`src/rtl/alu_sequencer_pkg.sv`:
```
// Shared definitions for the ALU sequencer: opcode set, control width,
// FSM state encoding and latency-class selector.
package alu_sequencer_pkg;

  localparam int OPC_W  = 4;
  localparam int CTL_W  = 13;
  localparam int DATA_W = 32;
  localparam int RES_W  = 64;

  typedef enum logic [OPC_W-1:0] {
    OP_ADD  = 4'd0,
    OP_SUB  = 4'd1,
    OP_MUL  = 4'd2,
    OP_DIV  = 4'd3,
    OP_SHR  = 4'd4,
    OP_SHRA = 4'd5,
    OP_SHL  = 4'd6,
    OP_ROR  = 4'd7,
    OP_ROL  = 4'd8,
    OP_AND  = 4'd9,
    OP_OR   = 4'd10,
    OP_NEG  = 4'd11,
    OP_NOT  = 4'd12
  } opcode_e;

  typedef enum logic [1:0] {
    ST_IDLE = 2'd0,
    ST_EXEC = 2'd1,
    ST_DONE = 2'd2
  } state_e;

  // Which latency the EXEC counter is loaded with
  typedef enum logic [1:0] {
    LAT_ONE = 2'd0,
    LAT_MUL = 2'd1,
    LAT_DIV = 2'd2
  } lat_sel_e;

endpackage

```
`src/rtl/alu_sequencer_if.sv`:
```
// Request/response and ALU-side signals of the sequencer.
// master = requester that also models the ALU; slave = the sequencer.
interface alu_sequencer_if;
  import alu_sequencer_pkg::*;

  logic              start;
  logic [OPC_W-1:0]  opcode;
  logic [DATA_W-1:0] a_in;
  logic [DATA_W-1:0] b_in;
  logic              ready;
  logic [DATA_W-1:0] op_a;
  logic [DATA_W-1:0] op_b;
  logic [CTL_W-1:0]  alu_ctl;
  logic [RES_W-1:0]  alu_out;
  logic [RES_W-1:0]  z_out;
  logic              done;
  logic              err;

  modport master (
    output start, opcode, a_in, b_in, alu_out,
    input  ready, op_a, op_b, alu_ctl, z_out, done, err
  );

  modport slave (
    input  start, opcode, a_in, b_in, alu_out,
    output ready, op_a, op_b, alu_ctl, z_out, done, err
  );

endinterface

```
`src/rtl/alu_sequencer_decode.sv`:
```
// Combinational opcode decoder: one-hot ALU control, latency class and
// illegal-opcode flag.
module alu_op_decode
  import alu_sequencer_pkg::*;
(
  input  logic [OPC_W-1:0] opcode,
  output logic [CTL_W-1:0] ctl,
  output lat_sel_e         lat_sel,
  output logic             illegal
);

  // Decode opcode; codes beyond the last legal one produce no control bit
  always_comb begin
    ctl     = '0;
    lat_sel = LAT_ONE;
    illegal = 1'b0;
    if (opcode > OP_NOT) begin
      illegal = 1'b1;
    end else begin
      ctl = CTL_W'(1) << opcode;
    end
    case (opcode)
      OP_MUL:  lat_sel = LAT_MUL;
      OP_DIV:  lat_sel = LAT_DIV;
      default: lat_sel = LAT_ONE;
    endcase
  end

endmodule

```
`src/rtl/alu_sequencer.sv`:
```
// Multi-cycle ALU sequencer: accepts one operation in IDLE, holds the
// one-hot ALU control for the operation's latency, captures the result
// and pulses done. Illegal opcodes and divide-by-zero skip straight to DONE
// with err set and the result register untouched.
module alu_sequencer
  import alu_sequencer_pkg::*;
#(
  parameter int MUL_LAT = 4,
  parameter int DIV_LAT = 32
) (
  input  logic        clock,
  input  logic        clear,
  alu_sequencer_if.slave bus
);

  localparam int LAT_MAX = (MUL_LAT > DIV_LAT) ? MUL_LAT : DIV_LAT;
  localparam int CNT_W   = $clog2(LAT_MAX + 1);

  state_e            state, state_nx;
  logic [OPC_W-1:0]  op_q;
  logic [CNT_W-1:0]  cnt;
  logic [DATA_W-1:0] op_a_q, op_b_q;
  logic [RES_W-1:0]  z_q;
  logic              err_q;

  logic [OPC_W-1:0]  dec_opc;
  logic [CTL_W-1:0]  dec_ctl;
  lat_sel_e          dec_lat;
  logic              dec_illegal;
  logic              accept;
  logic              reject;
  logic [CNT_W-1:0]  lat_load;

  // In IDLE the decoder looks at the incoming request; otherwise it drives
  // the control for the operation already latched.
  assign dec_opc = (state == ST_IDLE) ? bus.opcode : op_q;

  alu_op_decode u_dec (
    .opcode  (dec_opc),
    .ctl     (dec_ctl),
    .lat_sel (dec_lat),
    .illegal (dec_illegal)
  );

  assign accept = bus.start && (state == ST_IDLE);
  assign reject = dec_illegal || ((bus.opcode == OP_DIV) && (bus.b_in == '0));

  // Map latency class to the counter preload
  always_comb begin
    lat_load = CNT_W'(1);
    case (dec_lat)
      LAT_MUL: lat_load = CNT_W'(MUL_LAT);
      LAT_DIV: lat_load = CNT_W'(DIV_LAT);
      default: lat_load = CNT_W'(1);
    endcase
  end

  // FSM state register
  always_ff @(posedge clock) begin
    if (clear) state <= ST_IDLE;
    else       state <= state_nx;
  end

  // FSM next-state
  always_comb begin
    state_nx = state;
    case (state)
      ST_IDLE: if (accept) state_nx = reject ? ST_DONE : ST_EXEC;
      ST_EXEC: if (cnt == CNT_W'(1)) state_nx = ST_DONE;
      ST_DONE: state_nx = ST_IDLE;
      default: state_nx = ST_IDLE;
    endcase
  end

  // Operand/opcode latch, latency counter, result capture and error flag
  always_ff @(posedge clock) begin
    if (clear) begin
      op_q   <= '0;
      op_a_q <= '0;
      op_b_q <= '0;
      cnt    <= '0;
      z_q    <= '0;
      err_q  <= 1'b0;
    end else begin
      case (state)
        ST_IDLE: begin
          if (accept) begin
            op_q   <= bus.opcode;
            op_a_q <= bus.a_in;
            op_b_q <= bus.b_in;
            err_q  <= reject;
            cnt    <= reject ? '0 : lat_load;
          end
        end
        ST_EXEC: begin
          cnt <= cnt - CNT_W'(1);
          if (cnt == CNT_W'(1)) z_q <= bus.alu_out;
        end
        default: ;
      endcase
    end
  end

  assign bus.ready   = (state == ST_IDLE);
  assign bus.done    = (state == ST_DONE);
  assign bus.alu_ctl = (state == ST_EXEC) ? dec_ctl : '0;
  assign bus.op_a    = op_a_q;
  assign bus.op_b    = op_b_q;
  assign bus.z_out   = z_q;
  assign bus.err     = err_q;

endmodule

```
`src/flat_wrapper.sv`:
```
// flat-port wrapper written by rule: the top's interface ports become plain ports
module alu_sequencer_flat import alu_sequencer_pkg::*;
#(
  parameter int MUL_LAT = 4,
  parameter int DIV_LAT = 32
)
  (clock, clear, bus_start, bus_opcode, bus_a_in, bus_b_in, bus_alu_out, bus_ready, bus_op_a, bus_op_b, bus_alu_ctl, bus_z_out, bus_done, bus_err);
  alu_sequencer_if bus_i ();
  input  logic clock;
  input  logic clear;
  input wire logic [$bits(bus_i.start)-1:0] bus_start;
  input wire logic [$bits(bus_i.opcode)-1:0] bus_opcode;
  input wire logic [$bits(bus_i.a_in)-1:0] bus_a_in;
  input wire logic [$bits(bus_i.b_in)-1:0] bus_b_in;
  input wire logic [$bits(bus_i.alu_out)-1:0] bus_alu_out;
  output wire logic [$bits(bus_i.ready)-1:0] bus_ready;
  output wire logic [$bits(bus_i.op_a)-1:0] bus_op_a;
  output wire logic [$bits(bus_i.op_b)-1:0] bus_op_b;
  output wire logic [$bits(bus_i.alu_ctl)-1:0] bus_alu_ctl;
  output wire logic [$bits(bus_i.z_out)-1:0] bus_z_out;
  output wire logic [$bits(bus_i.done)-1:0] bus_done;
  output wire logic [$bits(bus_i.err)-1:0] bus_err;
  assign bus_i.start = bus_start;
  assign bus_i.opcode = bus_opcode;
  assign bus_i.a_in = bus_a_in;
  assign bus_i.b_in = bus_b_in;
  assign bus_i.alu_out = bus_alu_out;
  assign bus_ready = bus_i.ready;
  assign bus_op_a = bus_i.op_a;
  assign bus_op_b = bus_i.op_b;
  assign bus_alu_ctl = bus_i.alu_ctl;
  assign bus_z_out = bus_i.z_out;
  assign bus_done = bus_i.done;
  assign bus_err = bus_i.err;
  alu_sequencer #(.MUL_LAT(MUL_LAT), .DIV_LAT(DIV_LAT)) u_core (.clock(clock), .clear(clear), .bus(bus_i));
endmodule
```
`config.mk`:
```
export PLATFORM = sky130hd
export DESIGN_NAME = alu_sequencer_flat
export DESIGN_NICKNAME = d
export VERILOG_FILES = /design/src/rtl/alu_sequencer_pkg.sv /design/src/rtl/alu_sequencer_if.sv /design/src/rtl/alu_sequencer_decode.sv /design/src/rtl/alu_sequencer.sv /design/src/flat_wrapper.sv
export SDC_FILE = /design/constraint.sdc
export NUM_CORES = 1
export LEC_CHECK = 0
export BUFFER_PORTS_ARGS = -buffer_cell sky130_fd_sc_hd__buf_2
export CAP_MARGIN = 25
export CORE_MARGIN = 10
export CORE_UTILIZATION = 35
export CTS_CLUSTER_SIZE = 16
export DETAILED_ROUTE_END_ITERATION = 16
export PLACE_DENSITY_LB_ADDON = 0.25
export SLEW_MARGIN = 20
export SYNTH_ARGS = -nofsm -noshare
export SYNTH_HDL_FRONTEND = slang
export SYNTH_SLANG_ARGS = --single-unit
```
`constraint.sdc`:
```
create_clock -name clock -period 1.8 [get_ports clock]
set_input_delay 0.09 -clock clock [delete_from_list [all_inputs] [get_ports clock]]
set_output_delay 0.09 -clock clock [all_outputs]
set_load 0.05 [all_outputs]
```
==> flow_metrics.env <==
export IMPL_fin_skew_ns=0.00924
export IMPL_fin_crit_sh_pct=105
export IMPL_finalMaxSlewViolations=0
export IMPL_rsz0062_at_grt="true"
export IMPL_drcViolationCount=0
export IMPL_worst_ep_required_time_ns=1.71
export IMPL_yosysSeqAreaShare_pct=52.2
export IMPL_cts_sinks=141
export IMPL_area_growth_pct=71.9
export IMPL_cts_htree_levels=4
export IMPL_layout_commonest_cell="nand2_1"
export IMPL_synth_compound_area_share_pct=15.3
export IMPL_diodes=0
export IMPL_worstSkewPairLatency_ns=0.41
export IMPL_combinationalPowerShare_pct=31.5
export IMPL_rows=45
export IMPL_timing_fmax_mhz=529
export IMPL_final_nets=1244
export IMPL_hpwl_um=13300
export IMPL_slew_headroom_pct=66.1
export IMPL_io_pins=279
export IMPL_wire_per_inst_um=16.3
export IMPL_synth_warnings=0
export IMPL_syn_num_nets=835
export IMPL_peakVddDrop_v=0.000807
export IMPL_cts_path_max_buffers=2
export IMPL_start_kind="flop"
export IMPL_cts_buffers_inserted=17
export IMPL_io_buffers=278
export IMPL_worst_slew_pin_slew_ns=0.504
export IMPL_min_path_type="in -> reg"
export IMPL_track_usage_pct=19.7
export IMPL_grt_pass1_wl_um=32900
export IMPL_pwr_share_clk_pct=32.9
export IMPL_clkTransAtPathRegs_ns=0.06
export IMPL_worstPathCellList="or2_4, inv_8, buf_12, nor3b_2, a31oi_4, nor2_1, buf_6"
export IMPL_final_setup_tns_ns=-0.419
export IMPL_run_status="finished, violations left"
export IMPL_synth_xor_area_share_pct=0.162
export IMPL_overflow=0
export IMPL_synth_area_leaders="dfxtp_1 (52%), nand2_1 (19%), a21oi_1 (13%)"
export IMPL_vias_per_cell=4.79
export IMPL_drive_gt1_share_pct=33.7
export IMPL_hold_viol=0
export IMPL_vias=6260
export IMPL_p_switching_mw=3.57
export IMPL_seq_power_share_pct=35.6
export IMPL_worst_slack_ns=-0.0912
export IMPL_worst_path_buf_inv=3
export IMPL_max_cap_violations=0
export IMPL_layout_common_cells="nand2_1 (272), buf_2 (264), dfxtp_1 (139)"
export IMPL_critPathSlowestCell="dfxtp_2"
export IMPL_first_global_vias=6222
export IMPL_slowest_delay_ns=0.34
export IMPL_hold_ws_ns=0.141
export IMPL_die_area_mm2=0.0208
export IMPL_drt_wl_total_um=21300
export IMPL_drt_iter0_markers=347
export IMPL_synth_ff_type="dfxtp_1"
export IMPL_r2r_slack_ns=-0.02
export IMPL_crit_type="reg -> out"
export IMPL_synth_simple_area_share_pct=26.5
export IMPL_synth_adder_area_share_pct=0.926
export IMPL_dieHeight_um=144
export IMPL_coreArea_mm2=0.0151
export IMPL_synth_top_cell_area_share_pct=52.2
export IMPL_initial_utilization_pct=35.7
export IMPL_crit_arrival_ns=1.80
export IMPL_antenna_found_initial=0
export IMPL_p_leak_nw=4.12
export IMPL_grt_start_max_net_pins=65
export IMPL_gp_congestion=0.787
export IMPL_antenna_left=0
export IMPL_setup_violations=8
export IMPL_critPathMaxFanout=5
export IMPL_synth_top_family_by_area="simple AND/OR/NAND/NOR gates"
export IMPL_synth_avg_cell_area_um2=7.76
export IMPL_finalCriticalPeriod_ns=1.89
export IMPL_cellPowerDensity_mw_per_mm2=1090
export IMPL_cts_root_buffer="clkbuf_16"
export IMPL_power_switching_share_pct=35.3
export IMPL_yosysUniqueCellTypes=46
export IMPL_intPower_mw=6.54
export IMPL_syn_cell_area_mm2=0.00540
export IMPL_synth_edf_count=0
export IMPL_design_area_mm2=0.00929
export IMPL_crit_cells=7
export IMPL_tritoncts="done"
export IMPL_muxShareOfSynthArea_pct=0.417
export IMPL_ys_ff_latch=141
export IMPL_cpLargestDelayFamily="simple AND/OR/NAND/NOR gates"
export IMPL_async_flop_share_pct=0
export IMPL_crit_path_end_kind="output pin"
export IMPL_synth_top_area_cell="dfxtp_1"
export IMPL_die_x_um=144
export IMPL_firstDrtPassIters=5
export IMPL_min_path_cells=2
export IMPL_syn_inst=696
export IMPL_violations="negative setup slack"
export IMPL_rr_worst_depth=9
export IMPL_post_dp_cell_area_mm2=0.00705
-- stage by stage --
stage,instances,setup slack [ns],power (mW),util [%]
after floorplan,696,0.00326,5.52,-
after global placement,1132,0.0364,6.34,46.6
after detailed placement,1132,0.0317,6.35,46.6
after CTS,1304,-0.00175,10.1,60.2
after global routing,1306,-0.148,10.6,61.3
final,1306,-0.0912,10.1,61.3
-- state kept, by name (all words and copies together) (netlist names) --
register / cells
u_core.bus.err: 1
u_core.bus.op_a: 32
u_core.bus.z_out: 64
u_core.bus.op_b: 32
u_core.op_q: 4
u_core.state: 2
u_core.cnt: 6
-- synthesized netlist by cell type (4+ instances only) --
cell type / number
a21oi_1: 137
buf_2: 15
buf_4: 6
clkbuf_1: 27
dfxtp_1: 141
ha_1: 4
inv_1: 4
nand2_1: 272
nand3_1: 7
nor2_1: 22
nor2b_1: 4
nor4_1: 7
-- what timing repair did --
item,4_1_cts,5_1_grt
gates resized for setup,37,33
setup endpoints to repair,13,18
hold buffers,132,0
buffers inserted,8,2
pin swaps,5,5
endpoints found under the hold margin,132,0
-- cell type report --
cell class | count | area [um^2]
inverter | 5 | 26.3
timing repair buffer | 438 | 3140
multi-input combinational | 502 | 2500
tap | 188 | 235
clock buffer | 22 | 474
sequential | 141 | 2830
clock inverter | 10 | 90.1
fill | 1239 | 5860
-- power by group through the flow --
stage | logic [mW] | clock network (mW) | registers, mW
after floorplan | 1.02 | 0 | 4.50
after global placement | 2.70 | 0 | 3.64
after CTS | 3.06 | 3.42 | 3.59
after global routing | 3.42 | 3.57 | 3.64
after detailed placement | 2.70 | 0 | 3.65
final | 3.19 | 3.33 | 3.60
-- metal layers --
layer / track usage [%] / part of all wire [%] / vias up
met5: 0 / 0 / -
met2: 31.5 / 46 / 268
met3: 10.4 / 12 / 22
met1: 22.5 / 40 / 2858
li1: - / - / 3112
met4: 5.85 / 1.5 / 0
-- cells by family after synthesis --
| family | after synthesis |
|---|---|
| simple gates | 340 |
| fa+ha+maj | 4 |
| xor+xnor | 1 |
| flops | 141 |
| mux | 2 |
| compound gates | 155 |
| buf+inv | 53 |
-- path summary, 6_finish.rpt --
check | from | end
setup reg to reg | u_core.state[1] | u_core.cnt[0]
hold reg to reg | u_core.bus.op_a[2] | u_core.bus.op_a[2]
setup / recovery | u_core.state[1] | bus_alu_ctl[4]
hold / removal | clear | u_core.bus.op_b[10]
Note: power is estimated with default switching activity, not from simulation.
